### src/rtl/seg7_pkg.sv
// Purpose: shared seven-segment constants (segment indices, hex glyph table, FSM state type).
// Latency: n/a (constants only).
// Backpressure: n/a.
// Used by both the display encoder and the scan decoder, so the two ends share one glyph table.
package seg7_pkg;

    localparam int SEG_W = 7;

    // Segment bit positions on the bus: bit0=a ... bit6=g
    localparam int SEG_A = 0;
    localparam int SEG_B = 1;
    localparam int SEG_C = 2;
    localparam int SEG_D = 3;
    localparam int SEG_E = 4;
    localparam int SEG_F = 5;
    localparam int SEG_G = 6;

    // Hex glyphs, gfedcba, active-high
    localparam logic [SEG_W-1:0] GLYPH_0 = 7'h3F;
    localparam logic [SEG_W-1:0] GLYPH_1 = 7'h06;
    localparam logic [SEG_W-1:0] GLYPH_2 = 7'h5B;
    localparam logic [SEG_W-1:0] GLYPH_3 = 7'h4F;
    localparam logic [SEG_W-1:0] GLYPH_4 = 7'h66;
    localparam logic [SEG_W-1:0] GLYPH_5 = 7'h6D;
    localparam logic [SEG_W-1:0] GLYPH_6 = 7'h7D;
    localparam logic [SEG_W-1:0] GLYPH_7 = 7'h07;
    localparam logic [SEG_W-1:0] GLYPH_8 = 7'h7F;
    localparam logic [SEG_W-1:0] GLYPH_9 = 7'h6F;
    localparam logic [SEG_W-1:0] GLYPH_A = 7'h77;
    localparam logic [SEG_W-1:0] GLYPH_B = 7'h7C;
    localparam logic [SEG_W-1:0] GLYPH_C = 7'h39;
    localparam logic [SEG_W-1:0] GLYPH_D = 7'h5E;
    localparam logic [SEG_W-1:0] GLYPH_E = 7'h79;
    localparam logic [SEG_W-1:0] GLYPH_F = 7'h71;

    typedef enum logic {
        ST_COLLECT = 1'b0,
        ST_HOLD    = 1'b1
    } scan_state_t;

endpackage

### src/rtl/seg7_to_hex.sv
// Purpose: decode one active-high segment pattern back to a hex nibble.
// Latency: combinational.
// Backpressure: none.
// Ports: pattern[6:0] (gfedcba) in; hit=1 when the pattern is a legal glyph; nibble out (0 on miss).
module seg7_to_hex
    import seg7_pkg::*;
(
    input  logic [SEG_W-1:0] pattern,
    output logic             hit,
    output logic [3:0]       nibble
);

    always_comb begin
        hit    = 1'b1;
        nibble = 4'h0;
        case (pattern)
            GLYPH_0: nibble = 4'h0;
            GLYPH_1: nibble = 4'h1;
            GLYPH_2: nibble = 4'h2;
            GLYPH_3: nibble = 4'h3;
            GLYPH_4: nibble = 4'h4;
            GLYPH_5: nibble = 4'h5;
            GLYPH_6: nibble = 4'h6;
            GLYPH_7: nibble = 4'h7;
            GLYPH_8: nibble = 4'h8;
            GLYPH_9: nibble = 4'h9;
            GLYPH_A: nibble = 4'hA;
            GLYPH_B: nibble = 4'hB;
            GLYPH_C: nibble = 4'hC;
            GLYPH_D: nibble = 4'hD;
            GLYPH_E: nibble = 4'hE;
            GLYPH_F: nibble = 4'hF;
            default: begin
                hit    = 1'b0;
                nibble = 4'h0;
            end
        endcase
    end

endmodule

### src/rtl/seg7_scan_decoder.sv
// Purpose: sample a multiplexed 7-seg bus, deglitch, decode per digit and emit whole frames.
// Latency: digit commits STABLE+1 edges after a pattern appears; frame_valid rises on the completing commit edge.
// Backpressure: frame held while frame_ready=0; a further completed frame is dropped and overflow sticks.
// Ports: clk, rst (sync, active-high); seg_in[6:0], dig_sel[NDIG-1:0] pins; frame_ready in;
//        frame_valid, frame_value[4*NDIG-1:0], frame_err[NDIG-1:0], overflow out.
module seg7_scan_decoder
    import seg7_pkg::*;
#(
    parameter int NDIG       = 8,
    parameter int STABLE     = 4,
    parameter int ACTIVE_LOW = 1
) (
    input  logic                clk,
    input  logic                rst,
    input  logic [SEG_W-1:0]    seg_in,
    input  logic [NDIG-1:0]     dig_sel,
    input  logic                frame_ready,
    output logic                frame_valid,
    output logic [4*NDIG-1:0]   frame_value,
    output logic [NDIG-1:0]     frame_err,
    output logic                overflow
);

    localparam int SW = SEG_W + NDIG;
    localparam int CW = (STABLE > 2) ? $clog2(STABLE) : 1;
    localparam logic [CW-1:0] CNT_MAX = CW'(STABLE - 1);
    localparam logic [CW-1:0] CNT_PRE = CW'(STABLE - 2);

    // ---------------- entry and stability ----------------
    logic [SW-1:0]  pin_sample;
    logic [SW-1:0]  cur_sample;
    logic [SW-1:0]  prev_sample;
    logic [CW-1:0]  cnt;
    logic           same;
    logic           commit;
    logic           onehot;
    logic [NDIG-1:0] cur_dig;
    logic [SEG_W-1:0] cur_seg;

    assign pin_sample = (ACTIVE_LOW != 0) ? ~{dig_sel, seg_in} : {dig_sel, seg_in};
    assign cur_dig    = cur_sample[SW-1:SEG_W];
    assign cur_seg    = cur_sample[SEG_W-1:0];
    assign same       = (cur_sample == prev_sample);
    assign onehot     = (cur_dig != '0) && ((cur_dig & (cur_dig - NDIG'(1))) == '0);
    // Fires only on the transition into saturation, so a held pattern commits once.
    assign commit     = same && (cnt == CNT_PRE) && onehot;

    always_ff @(posedge clk) begin
        if (rst) begin
            cur_sample  <= '0;
            prev_sample <= '0;
            cnt         <= '0;
        end else begin
            cur_sample  <= pin_sample;
            prev_sample <= cur_sample;
            if (!same)
                cnt <= '0;
            else if (cnt != CNT_MAX)
                cnt <= cnt + CW'(1);
        end
    end

    // ---------------- decode and shadow ----------------
    logic             hit;
    logic [3:0]       nibble;

    seg7_to_hex u_dec (
        .pattern (cur_seg),
        .hit     (hit),
        .nibble  (nibble)
    );

    logic [4*NDIG-1:0] shadow_val;
    logic [4*NDIG-1:0] shadow_val_nxt;
    logic [NDIG-1:0]   shadow_err;
    logic [NDIG-1:0]   shadow_err_nxt;
    logic [NDIG-1:0]   seen;
    logic [NDIG-1:0]   seen_nxt;
    logic              complete;

    always_comb begin
        shadow_val_nxt = shadow_val;
        shadow_err_nxt = shadow_err;
        seen_nxt       = seen;
        if (commit) begin
            seen_nxt = seen | cur_dig;
            for (int i = 0; i < NDIG; i++) begin
                if (cur_dig[i]) begin
                    shadow_val_nxt[4*i +: 4] = nibble;
                    shadow_err_nxt[i]        = ~hit;
                end
            end
        end
    end

    // Completion looks at the post-commit view so the finishing digit is in the frame.
    assign complete = &seen_nxt;

    // ---------------- frame FSM ----------------
    scan_state_t state;
    scan_state_t state_nxt;
    logic        load_frame;
    logic        clear_seen;
    logic        set_ovf;
    logic        valid_nxt;
    logic        hs;

    assign hs = frame_valid & frame_ready;

    always_ff @(posedge clk) begin
        if (rst)
            state <= ST_COLLECT;
        else
            state <= state_nxt;
    end

    always_comb begin
        state_nxt  = state;
        load_frame = 1'b0;
        clear_seen = 1'b0;
        set_ovf    = 1'b0;
        valid_nxt  = frame_valid;
        case (state)
            ST_COLLECT: begin
                if (complete) begin
                    load_frame = 1'b1;
                    clear_seen = 1'b1;
                    valid_nxt  = 1'b1;
                    state_nxt  = ST_HOLD;
                end
            end
            ST_HOLD: begin
                if (complete && hs) begin
                    // Back-to-back: consumer takes the old frame as the new one lands.
                    load_frame = 1'b1;
                    clear_seen = 1'b1;
                    valid_nxt  = 1'b1;
                end else if (complete) begin
                    clear_seen = 1'b1;
                    set_ovf    = 1'b1;
                end else if (hs) begin
                    valid_nxt  = 1'b0;
                    state_nxt  = ST_COLLECT;
                end
            end
            default: begin
                state_nxt = ST_COLLECT;
                valid_nxt = 1'b0;
            end
        endcase
    end

    always_ff @(posedge clk) begin
        if (rst) begin
            shadow_val  <= '0;
            shadow_err  <= '0;
            seen        <= '0;
            frame_valid <= 1'b0;
            frame_value <= '0;
            frame_err   <= '0;
            overflow    <= 1'b0;
        end else begin
            shadow_val  <= shadow_val_nxt;
            shadow_err  <= shadow_err_nxt;
            seen        <= clear_seen ? '0 : seen_nxt;
            frame_valid <= valid_nxt;
            if (load_frame) begin
                frame_value <= shadow_val_nxt;
                frame_err   <= shadow_err_nxt;
            end
            if (set_ovf)
                overflow <= 1'b1;
        end
    end

endmodule

### config.mk
export PLATFORM = sky130hd
export DESIGN_NAME = seg7_scan_decoder
export DESIGN_NICKNAME = d
export VERILOG_FILES = /design/src/rtl/seg7_pkg.sv /design/src/rtl/seg7_to_hex.sv /design/src/rtl/seg7_scan_decoder.sv
export SDC_FILE = /design/constraint.sdc
export NUM_CORES = 1
export LEC_CHECK = 0
export BUFFER_PORTS_ARGS = -buffer_cell sky130_fd_sc_hd__buf_2
export CAP_MARGIN = 20
export CORE_MARGIN = 1.5
export CORE_UTILIZATION = 55
export DETAILED_ROUTE_END_ITERATION = 10
export GPL_TIMING_DRIVEN = 1
export PLACE_DENSITY = 0.81
export SLEW_MARGIN = 0
export SYNTH_ARGS = -nofsm -noshare
export SYNTH_HDL_FRONTEND = slang
export SYNTH_SLANG_ARGS = --single-unit
export TNS_END_PERCENT = 30
### constraint.sdc
create_clock -name clk -period 4.04 [get_ports clk]
set_input_delay 0.404 -clock clk [delete_from_list [all_inputs] [get_ports clk]]
set_output_delay 0.404 -clock clk [all_outputs]
set_load 0.1 [all_outputs]
Word-level counts from Yosys, hierarchy flattened. Cells that the tools add are included.

Register bits after elaboration: 123. Input bits: 18. Output and inout port bits: 42. Logic and storage cells: 90.

Add/sub/neg operators: 2. Eq/ne operators: 22. Mux-type cells: 37. Bitwise gates (word level): 7. Reduce and logical (&&, ||, !) cells: 11.

Operators with widths (number): equality test 7 bit, second input constant (12); one-hot mux 4 bit (15 select lines) (1); two-way mux 32 bit (1); two-way mux 4 bit (8); two-way mux 1 bit (21); two-way mux 8 bit (2); OR reduction 16 bit (1); equality test 15 bit (1); inverter 15 bit (1); equality test 7 x 3 -> 1 bit, second input constant (2); equality test 7 x 6 -> 1 bit, second input constant (2); AND 8 bit (1); zero test 8 bit (1); OR 8 bit (1); one-hot mux 1 bit (2 select lines) (4); AND reduction 8 bit (1); nonzero test 8 bit (1); subtractor 8 x 1 -> 8 bit, second input constant (1); logical AND 1 bit (4); != test 2 bit, second input constant (2); OR reduction 2 bit (2); != test 3 x 1 -> 1 bit, second input constant (1); != test 3 x 2 -> 1 bit, second input constant (1); inverter 1 bit (3); other kinds (4) (4).

Depth between registers and ports, before layout. Gate-level depths: netlist of run 1.

Depth after elaboration: 11. Gate-level depth with buffers: 13. Mapped depth without buffers: 9.

By module. From an unflattened synthesis of run 1, not the netlist that was laid out.

Cell total of the unflattened synthesis: 499. Area, all modules: 5205.0 µm².

Modules (own cells, without submodules): seg7_scan_decoder (instances 1, cells an instance 440, area an instance 4817.1 µm², sequential area each 2462.4 µm²); seg7_to_hex (instances 1, cells an instance 59, area an instance 387.9 µm², sequential area each 0.0 µm²).

Worst setup path before layout of run 1. No wires, ideal clock.

Path type: flip-flop to flip-flop. Start point: reg cur_sample[7]. End point: reg frame_err[0]. Library setup time: 0.121 ns. Arrival time: 3.550 ns. Required time: 3.919 ns. Path slack: 0.369 ns. Stages on the path, launching flop included: 14. Path buffers: 5. Clock period less this slack: 3.671 ns. Cells stage by stage: dfxtp_1 buf_6 xor2_1 or4_1 nor4_2 buf_4 nand2_1 a22o_1 or4_4 buf_6 or4b_4 buf_6 buf_6 mux2_4.

Longest elaborated chain between the ends: 10. Elaborated cells on any way between the ends: 17. Classes of those cells: 1 x add/sub; 1 x eq/ne; 6 x mux; 2 x bitwise; 7 x reduce/logical.

RTL lines: start: declaration (line seg7_scan_decoder.sv:31) `logic [SW-1:0] cur_sample;`; start signal: assignment (line seg7_scan_decoder.sv:54) `cur_sample <= pin_sample;`; subtractor 8 x 1 -> 8 bit (line seg7_scan_decoder.sv:44) `assign onehot = (cur_dig != '0) && ((cur_dig & (cur_dig - NDIG'(1))) == '0);`; AND 8 bit (line seg7_scan_decoder.sv:44); zero test 8 bit (line seg7_scan_decoder.sv:44); logical AND 1 bit (line seg7_scan_decoder.sv:44); logical AND 1 bit (line seg7_scan_decoder.sv:46) `assign commit = same && (cnt == CNT_PRE) && onehot;`; two-way mux 8 bit (line seg7_scan_decoder.sv:85) `if (commit) begin`; AND reduction 8 bit (line seg7_scan_decoder.sv:97) `assign complete = &seen_nxt;`; logical AND 1 bit (line seg7_scan_decoder.sv:133) `if (complete && hs) begin`; two-way mux 1 bit (line seg7_scan_decoder.sv:133); one-hot mux 1 bit (2 select lines) (line seg7_scan_decoder.sv:123) `case (state)`; end signal: assignment (line seg7_scan_decoder.sv:169) `frame_err <= shadow_err_nxt;`; end: declaration (line seg7_scan_decoder.sv:20) `output logic [NDIG-1:0] frame_err,`.

Several ways; a longest one is shown, not always the timed one. A chain may end at the register's enable or synchronous reset.

Worst setup path in the final report of run 1.
Start point: reg cur_sample[7]. End point: reg frame_value[11].

Longest elaborated chain between the ends: 10. Elaborated cells on any way between the ends: 16. Classes of those cells: 1 x add/sub; 1 x eq/ne; 5 x mux; 2 x bitwise; 7 x reduce/logical.

RTL lines: subtractor 8 x 1 -> 8 bit (line seg7_scan_decoder.sv:44); AND 8 bit (line seg7_scan_decoder.sv:44); zero test 8 bit (line seg7_scan_decoder.sv:44); logical AND 1 bit (line seg7_scan_decoder.sv:44); logical AND 1 bit (line seg7_scan_decoder.sv:46); two-way mux 8 bit (line seg7_scan_decoder.sv:85); AND reduction 8 bit (line seg7_scan_decoder.sv:97); logical AND 1 bit (line seg7_scan_decoder.sv:133); two-way mux 1 bit (line seg7_scan_decoder.sv:133); one-hot mux 1 bit (2 select lines) (line seg7_scan_decoder.sv:123); end signal: assignment (line seg7_scan_decoder.sv:168) `frame_value <= shadow_val_nxt;`; end: declaration (line seg7_scan_decoder.sv:19) `output logic [4*NDIG-1:0] frame_value,`.

Several ways; a longest one is shown, not always the timed one.

==> flow_summary_export.csv, run 1 <==
group,metric,value,unit
routing,drc,0,
final_layout,diodes,0,
clock_network,cts_setup_buffers,0,
power_and_ir_drop,total_leakage_power,2.96,nW
power_and_ir_drop,clkPwrFrac,0.531,
clock_network,cts_tree,"yes",
global_route,antenna_found_initial,0,
sta,fmax,259,MHz
logic_synthesis,seq_area_frac_synth,0.480,
floorplanning,initial_core_util,0.561,
final_layout,syn_to_final_growth,19.6,%
critical_path,cp_data_arrival_time,4.25,ns
logic_synthesis,synth.avg_cell_area,10.6,sq um
logic_synthesis,synth-seq-cells,123,
sta,hold_violations,0,
routing,drt_wl_total,10.7,mm
critical_path,cp_data_required_time,4.43,ns
critical_path,critPathSlowestCell,"or4b_4",
global_route,first_global_vias,3684,
routing,vias,3603,
clock_network,path_clk_slew,0.06,ns
power_and_ir_drop,p_comb_frac,0.035,
critical_path,crit_chain,"xor2_1 -> or4_1 -> nor4_2 -> buf_4 -> o2111ai_4 -> nor2b_1 -> or4_4 -> or4b_4 -> mux2_4",
logic_synthesis,ys_async_sr_fraction,0,
logic_synthesis,synthAdderAreaFrac,0.00488,
routing,viasPerCell,5.37,
critical_path,crit_fanout,40,
power_and_ir_drop,power_switching,0.654,mW
logic_synthesis,synthCells,485,
final_layout,layout_common_cells,"dfxtp_1 (120), nor2_1 (70), buf_2 (58)",
global_route,grt_pass1_wl,17.6,mm
logic_synthesis,synth-edff-count,0,
power_and_ir_drop,power.density,468,mW/mm^2
place,place_congestion,0.802,
routing,routedWlPerCell,16.0,um
clock_network,clkSinkCount,123,
sta,max-slew-margin-rel,0.478,
power_and_ir_drop,power.total,2.87,mW
floorplanning,die_h,99.6,um
routing,drtIter0Drc,314,
clock_network,cts_buffer_depth,2,
clock_network,htreeDepth,4,
clock_network,numCtsBuffers,17,
routing,route.antenna.remaining_nets,0,
critical_path,path_class,"reg -> reg",
sta,finalCriticalPeriod,3.86,ns
sta,fin_skew,0.0128,ns
floorplanning,core,0.00915,sq mm
critical_path,start_kind,"flop",
critical_path,critPathBufInv,1,
logic_synthesis,synth_top_flop_cell,"dfxtp_1",
logic_synthesis,syn-cell-area,0.00513,sq mm
sta,setup_ws,0.178,ns
critical_path,cp-end-kind,"flop",
final_layout,drive_above_1_share,0.286,
logic_synthesis,ys_types,56,
sta,finalSetupTns,0,ns
sta,finalSetupViolCount,0,
logic_synthesis,synth-simple-area-share,0.197,
logic_synthesis,synth-xor-area-share,0.0273,
routing,dr.pass1.iters,5,
floorplanning,die_w,99.6,um
place,dp_hpwl,6.54,mm
power_and_ir_drop,p_int,2.22,mW
sta,tightest_slew,0.784,ns
sta,rsz0062_at_grt,"false",
power_and_ir_drop,vdd_drop_max,297,uV
global_route,overflow,0,
floorplanning,die-area,0.00992,sq mm
power_and_ir_drop,pwr-share-seq,0.434,
floorplanning,num_rows,35,
flow_run,drv_cap,0,
clock_network,cts-root-buf,"clkbuf_8",
clock_network,clock_latency,0.51,ns
logic_synthesis,muxShareOfSynthArea,0.197,
sta,drv_slew,0,
hold_path,hp-class,"in -> reg",
logic_synthesis,synth-compound-area-share,0.0536,
final_layout,nets,567,
place,pre_cts_ws,0.0608,ns
global_route,grt_max_degree,114,
clock_network,cts_hold_buffers,0,
outcome,outcome,"finished clean",
floorplanning,io_pins,60,
sta,timing.final.crit_share,0.956,
critical_path,cp_top_family,"simple AND/OR/NAND/NOR gates",
global_route,track_usage,0.228,
place,port_buffers,59,
logic_synthesis,synth_top_family_by_area,"multiplexers",
critical_path,max_stage_delay,0.84,ns
logic_synthesis,yosysWarnings,0,
power_and_ir_drop,netSwitchingFraction,0.228,
clock_network,cts_resized,0,
final_layout,final_common_cell,"dfxtp_1",
logic_synthesis,syn_nets,505,
[kinds of logic (layout without fill, tap and decap cells)]
| group | after synthesis | count (layout) |
|---|---|---|
| AOI/OAI and AO/OA | 37 | 37 |
| and+or+nand+nor | 186 | 186 |
| adders and majority gates | 2 | 2 |
| buffers and inverters | 40 | 115 |
| muxes | 81 | 81 |
| xor gates and xnor gates | 16 | 16 |
| DFF | 123 | 123 |
[path summary, 6_finish.rpt]
kind                            slack (ns)          start  depth (start not counted)              end
worst max register to register        0.18  cur_sample[7]                          9  frame_value[11]
worst min-delay path                  0.04      seg_in[5]                          2    cur_sample[5]
worst max-delay path                  0.18  cur_sample[7]                          9  frame_value[11]
worst min register to register        0.46        seen[7]                          2          seen[7]
[per-layer routing]
layer | vias to the layer above | wire, um | global-route usage
li1 | 1773 | - | -
met1 | 1728 | 4820 | 0.276
met2 | 91 | 5340 | 0.390
met3 | 11 | 440 | 0.0661
met4 | 0 | 104 | 0.0769
met5 | - | 0 | 0
[layout make-up]
cell class | count | area (sq um)
fill | 707 | 3010
sequential | 123 | 2470
multi-input combinational | 322 | 2460
timing repair buffer | 75 | 438
clock buffer | 17 | 414
clock inverter | 15 | 188
tap | 111 | 139
inverter | 8 | 30.0
[metrics by stage]
stage	cell area [sq um]	utilization	hold WS [ns]	instances
after floorplan	5130	-	0.432	485
after global placement	5510	0.602	0.441	638
after detailed placement	5510	0.602	0.452	638
after CTS	6110	0.667	0.0189	670
after global routing	6140	0.671	0.0107	671
final	6140	0.671	0.0355	671
[synthesized netlist by cell type, drive strengths merged (3+ instances only)]
| cell | count | area [sq um] |
|---|---|---|
| clkbuf | 22 | 82.6 |
| nand2b | 3 | 18.8 |
| inv | 8 | 30.0 |
| nand2 | 15 | 58.8 |
| nor4 | 6 | 50.0 |
| or4 | 5 | 41.3 |
| xnor2 | 8 | 70.1 |
| mux2i | 40 | 400 |
| o2111ai | 4 | 52.6 |
| xor2 | 8 | 70.1 |
| nand4 | 3 | 33.8 |
| dfxtp | 123 | 2460 |
| nor3 | 5 | 25.0 |
| nand3 | 7 | 35.0 |
| a21oi | 10 | 50.1 |
| mux2 | 41 | 612 |
| nor2b | 56 | 350 |
| and4b | 4 | 40.0 |
| buf | 10 | 93.9 |
| o21ai | 5 | 25.0 |
| nor2 | 70 | 263 |
[sequential cells by signal (all words and copies together), names as in the netlist]
signal / cells
prev_sample: 15
overflow: 1
frame_err: 8
seen: 8
frame_value: 32
frame_valid: 1
cur_sample: 15
cnt: 2
shadow_err: 8
shadow_val: 32
state: 1
[power groups by stage]
stage	Combinational [mW]	Clock, mW	Sequential [mW]
after global placement	0.0913	0	1.27
after CTS	0.0960	1.54	1.24
after detailed placement	0.0940	0	1.27
final	0.0997	1.53	1.25
after global routing	0.111	1.60	1.25
after floorplan	0.0758	0	1.26
[worst reg2reg max path: stages, from the launching register on]
cell	delay (ns)
dfxtp_1	0.46
xor2_1	0.13
or4_1	0.51
nor4_2	0.24
buf_4	0.24
o2111ai_4	0.14
nor2b_1	0.18
or4_4	0.55
or4b_4	0.84
mux2_4	0.46
(Power assumes the default switching activity.)
==> run 2: changes to the inputs <==
--- a/config.mk
+++ b/config.mk
@@ -7,11 +7,11 @@
 export LEC_CHECK = 0
 export BUFFER_PORTS_ARGS = -buffer_cell sky130_fd_sc_hd__buf_2
 export CAP_MARGIN = 20
-export CORE_MARGIN = 1.5
 export CORE_UTILIZATION = 55
 export DETAILED_ROUTE_END_ITERATION = 10
 export GPL_TIMING_DRIVEN = 1
-export PLACE_DENSITY = 0.81
+export PLACE_DENSITY_LB_ADDON = 0.1
+export SETUP_SLACK_MARGIN = 0.4
 export SLEW_MARGIN = 0
 export SYNTH_ARGS = -nofsm -noshare
 export SYNTH_HDL_FRONTEND = slang
==> run 2 against run 1 <==
Compared with the run above:
- via count up 1.8%
- power down 2.7%
- core utilization grew 3.9 points
- critical endpoint is now frame_value[10]
==> flow_summary_export.csv, run 2 (synthesis gave the netlist of run 1 again) <==
group,metric,value,unit
floorplanning,die_h,98.6,um
clock_network,cts_tree,"yes",
place,dp_cells,638,
sta,finalCriticalPeriod,3.60,ns
sta,timing.final.crit_share,0.891,
routing,drc,0,
floorplanning,io_pins,60,
clock_network,cts_hold_buffers,0,
routing,routed.top_layer,"met4",
clock_network,htreeDepth,4,
global_route,track_usage,0.217,
flow_run,drv_cap,0,
global_route,overflow,0,
power_and_ir_drop,total_leakage_power,3.08,nW
critical_path,path_class,"reg -> reg",
global_route,grt_pass1_wl,16.6,mm
sta,drv_slew,0,
critical_path,crit_fanout,6,
clock_network,path_clk_slew,0.06,ns
floorplanning,core,0.00889,sq mm
place,place_congestion,0.801,
clock_network,clkSinkCount,123,
global_route,grt_max_degree,114,
routing,wl_met2,5.09,mm
sta,hold_violations,0,
place,dp_hpwl,6.40,mm
hold_path,hp-class,"in -> reg",
clock_network,cts_buffer_depth,2,
critical_path,cp-end-kind,"flop",
final_layout,top_regs,"frame_value: 32 flops, shadow_val: 32 flops",
routing,m1WireLength,5.10,mm
sta,fin_skew,0.0105,ns
power_and_ir_drop,power.density,443,mW/mm^2
critical_path,start_kind,"flop",
routing,viasPerCell,5.39,
sta,rsz0062_at_grt,"false",
final_layout,diodes,0,
final_layout,layout_common_cells,"dfxtp_1 (117), nor2_1 (70), buf_2 (58)",
routing,wl_met3,418,um
floorplanning,num_rows,34,
sta,finalSetupViolCount,0,
final_layout,fin_cells,680,
routing,vias,3667,
outcome,outcome,"finished clean",
sta,max-slew-margin-rel,0.622,
clock_network,clock_latency,0.51,ns
global_route,antenna_found_initial,0,
floorplanning,initial_core_util,0.577,
power_and_ir_drop,vdd_drop_max,275,uV
clock_network,cts-root-buf,"clkbuf_8",
routing,route.antenna.remaining_nets,0,
global_route,first_global_vias,3405,
sta,fmax,278,MHz
critical_path,cp_data_arrival_time,4.00,ns
floorplanning,die_w,98.6,um
routing,routedWlPerCell,15.8,um
routing,dr.pass1.iters,5,
place,port_buffers,59,
clock_network,numCtsBuffers,17,
sta,tightest_slew,0.567,ns
critical_path,cp_data_required_time,4.44,ns
final_layout,nets,579,
final_layout,final_common_cell,"dfxtp_1",
sta,finalSetupTns,0,ns
routing,drt_wl_total,10.7,mm
routing,drtIter0Drc,310,
critical_path,r2r_slack,0.44,ns
final_layout,syn_to_final_growth,22.9,%
final_layout,drive_above_1_share,0.315,
floorplanning,die-area,0.00972,sq mm
==> run 2: changes by cell type in the layout (fill, tap and decap cells not counted), sizes merged <==
cell      before  now
clkbuf        17   20
clkinv         4    5
bufinv         3    1
buf           75   84
clkinvlp       3    1
inv           13   16
==> run 2: layer usage <==
| metal | GRT usage | vias up |
|---|---|---|
| li1 | - | 1813 |
| met1 | 0.282 | 1744 |
| met2 | 0.352 | 97 |
| met3 | 0.0567 | 13 |
| met4 | 0.0712 | 0 |
| met5 | 0 | - |
==> run 2: stage by stage <==
step	setup WS, ns	total power [mW]	instance area, sq um	util	hold slack, ns
floorplan	0.421	1.34	5140	-	0.432
global placement	0.278	1.36	5530	0.622	0.439
detailed placement	0.217	1.37	5530	0.622	0.447
CTS	0.406	2.80	6120	0.689	0.0250
global route	0.360	2.88	6310	0.710	0.0141
finish	0.440	2.79	6310	0.710	0.0329
==> run 2: timing repair <==
item | CTS | global route
gates resized for setup | 4 | 14
setup buffers | 1 | 4
pin swaps | 0 | 4
gates cloned | 0 | 4
setup endpoints to repair | 40 | 40
==> run 2: path summary, 6_finish.rpt <==
kind                      start         endpoint  cells past startpoint
hold reg to reg         seen[3]          seen[3]                      2
hold / removal       dig_sel[0]    cur_sample[7]                      2
setup / recovery  cur_sample[6]  frame_value[10]                     10
setup reg to reg  cur_sample[6]  frame_value[10]                     10
==> run 2: area by class of cell <==
type / instances / area (sq um)
inverter: 8 / 30.0
fill: 682 / 2580
clock buffer: 17 / 414
multi-input combinational: 322 / 2500
tap: 108 / 135
sequential: 123 / 2470
timing repair buffer: 87 / 606
clock inverter: 15 / 155
==> run 2: worst max-delay path, stage by stage, from the launching register on <==
cell,delay (ns)
dfxtp_2,0.32
xor2_1,0.17
or4_4,0.57
nor4_4,0.26
buf_6,0.18
nand2_2,0.07
a22o_1,0.23
or4_4,0.53
or4b_4,0.62
clkbuf_16,0.22
mux2_4,0.30
==> run 2: where the power goes <==
| part | internal (mW) | switching [mW] | leakage [nW] | total, mW |
|---|---|---|---|---|
| combinational | 0.0406 | 0.0641 | 1.80 | 0.105 |
| clock | 0.839 | 0.607 | 0.280 | 1.45 |
| sequential | 1.23 | 0.0154 | 0.999 | 1.24 |
| total | 2.11 | 0.686 | 3.08 | 2.79 |
==> run 3: changes to the inputs <==
--- a/config.mk
+++ b/config.mk
@@ -7,9 +7,11 @@
 export LEC_CHECK = 0
 export BUFFER_PORTS_ARGS = -buffer_cell sky130_fd_sc_hd__buf_2
 export CAP_MARGIN = 20
+export CORE_ASPECT_RATIO = 1.75
 export CORE_UTILIZATION = 55
 export DETAILED_ROUTE_END_ITERATION = 10
 export GPL_TIMING_DRIVEN = 1
+export MAX_ROUTING_LAYER = met4
 export PLACE_DENSITY_LB_ADDON = 0.1
 export SETUP_SLACK_MARGIN = 0.4
 export SLEW_MARGIN = 0
==> run 3 against run 2 <==
Compared with the run above:
- setup slack improved by 0.052 ns
- combinational power is essentially flat
- critical path depth unchanged
- routed wire length increased by 7.1%
- first-iteration DRC count shrank 19%
- largest power group unchanged
==> flow_summary_export.csv, run 3 (synthesis gave the netlist of run 1 again) <==
group,metric,value,unit
outcome,outcome,"finished clean",
place,dp_hpwl,6.94,mm
global_route,track_usage,0.245,
routing,drc,0,
sta,finalCriticalPeriod,3.55,ns
sta,fmax,282,MHz
floorplanning,die-area,0.00974,sq mm
routing,viasPerCell,5.23,
clock_network,clkSinkCount,123,
place,placed_area,0.00555,sq mm
critical_path,cpMostUsedCell,"or4_4",
routing,vias,3606,
final_layout,final_common_cell,"dfxtp_1",
sta,finalSetupTns,0,ns
floorplanning,core,0.00904,sq mm
power_and_ir_drop,power.total,2.90,mW
routing,routedWlPerCell,16.6,um
critical_path,cp_data_required_time,4.33,ns
global_route,grt_pass1_wl,17.0,mm
floorplanning,num_rows,46,
clock_network,cts-root-buf,"clkbuf_16",
clock_network,cts_hold_buffers,0,
floorplanning,die_w,75.0,um
sta,drv_slew,0,
final_layout,diodes,0,
floorplanning,die_h,130,um
sta,max-slew-margin-rel,0.654,
routing,drtIter0Drc,251,
clock_network,numCtsBuffers,17,
routing,drt_wl_total,11.5,mm
power_and_ir_drop,vdd_drop_max,381,uV
final_layout,top_regs,"frame_value: 32 flops, shadow_val: 32 flops",
global_route,antenna_found_initial,0,
final_layout,layout_common_cells,"dfxtp_1 (118), nor2_1 (70), buf_2 (58)",
sta,tightest_slew,0.516,ns
final_layout,syn_to_final_growth,24.3,%
power_and_ir_drop,total_leakage_power,3.11,nW
sta,finalSetupViolCount,0,
final_layout,nets,578,
final_layout,drive_above_1_share,0.305,
hold_path,hp-class,"in -> reg",
place,port_buffers,59,
clock_network,clock_latency,0.41,ns
sta,rsz0062_at_grt,"false",
floorplanning,io_pins,60,
sta,timing.final.crit_share,0.878,
flow_run,drv_cap,0,
critical_path,path_class,"reg -> reg",
critical_path,critPathSlowestCell,"or4b_4",
critical_path,cp_data_arrival_time,3.84,ns
place,place_congestion,0.876,
critical_path,max_stage_delay,0.63,ns
critical_path,crit_chain,"xor2_2 -> or4_4 -> nor4_4 -> buf_6 -> nand2_4 -> a22o_1 -> or4_4 -> or4b_4 -> clkbuf_16 -> mux2_4",
sta,hold_violations,0,
clock_network,cts_buffer_depth,2,
critical_path,crit_fanout,7,
routing,dr.pass1.iters,4,
global_route,overflow,0,
floorplanning,initial_core_util,0.568,
final_layout,final_area,0.00638,sq mm
clock_network,cts_tree,"yes",
critical_path,start_kind,"flop",
global_route,first_global_vias,3424,
power_and_ir_drop,power.density,455,mW/mm^2
clock_network,path_clk_slew,0.05,ns
sta,holdWs,0.140,ns
sta,fin_skew,0.0119,ns
critical_path,cp-end-kind,"flop",
clock_network,htreeDepth,4,
routing,route.antenna.remaining_nets,0,
final_layout,post-route-util,0.706,
global_route,grt_max_degree,114,
[run 3: final timing paths]
| kind | start | to | slack, ns | depth (start not counted) |
|---|---|---|---|---|
| worst max-delay path | cur_sample[0] | frame_value[14] | 0.49 | 10 |
| worst min-delay path | dig_sel[0] | cur_sample[7] | 0.14 | 2 |
| worst max register to register | cur_sample[0] | frame_value[14] | 0.49 | 10 |
| worst min register to register | seen[7] | seen[7] | 0.46 | 2 |
[run 3: routing by layer]
| layer | track usage | share of wire | vias to the layer above | routed length, um |
|---|---|---|---|---|
| met4 | 0.118 | 0.028 | 0 | 323 |
| met1 | 0.271 | 0.40 | 1718 | 4570 |
| met3 | 0.0571 | 0.032 | 16 | 372 |
| met2 | 0.408 | 0.54 | 80 | 6220 |
| met5 | - | 0 | - | 0 |
| li1 | - | - | 1792 | - |
[run 3: what timing repair did]
action | in CTS | in global routing
gates cloned | 0 | 6
pin swaps | 0 | 5
gates resized for setup | 1 | 13
endpoints found under the setup margin | 40 | 40
setup buffers | 1 | 2
[run 3: area by class of cell]
class / instances / area, sq um
clock buffer: 19 / 433
clock inverter: 12 / 174
fill: 699 / 2660
inverter: 8 / 30.0
multi-input combinational: 322 / 2510
sequential: 123 / 2470
tap: 120 / 150
timing repair buffer: 86 / 612
[run 3: report_power, final]
| group | internal [mW] | switching, mW |
|---|---|---|
| combinational | 0.0426 | 0.0653 |
| clock | 1.02 | 0.526 |
| sequential | 1.23 | 0.0154 |
[run 3: metrics by stage]
stage | std cells | setup WS, ns
finish | 690 | 0.491
global route | 690 | 0.390
CTS | 681 | 0.390
detailed placement | 649 | 0.305
global placement | 649 | 0.373
floorplan | 485 | 0.421
[run 3: worst max-delay path: cells and delay by family, from the launching register on]
family                    cells  cell delay, ns
AOI/OAI and AO/OA             1            0.22
xor gates and xnor gates      1            0.18
and+or+nand+nor               5            1.99
DFF                           1            0.33
muxes                         1            0.29
buffers and inverters         2            0.41
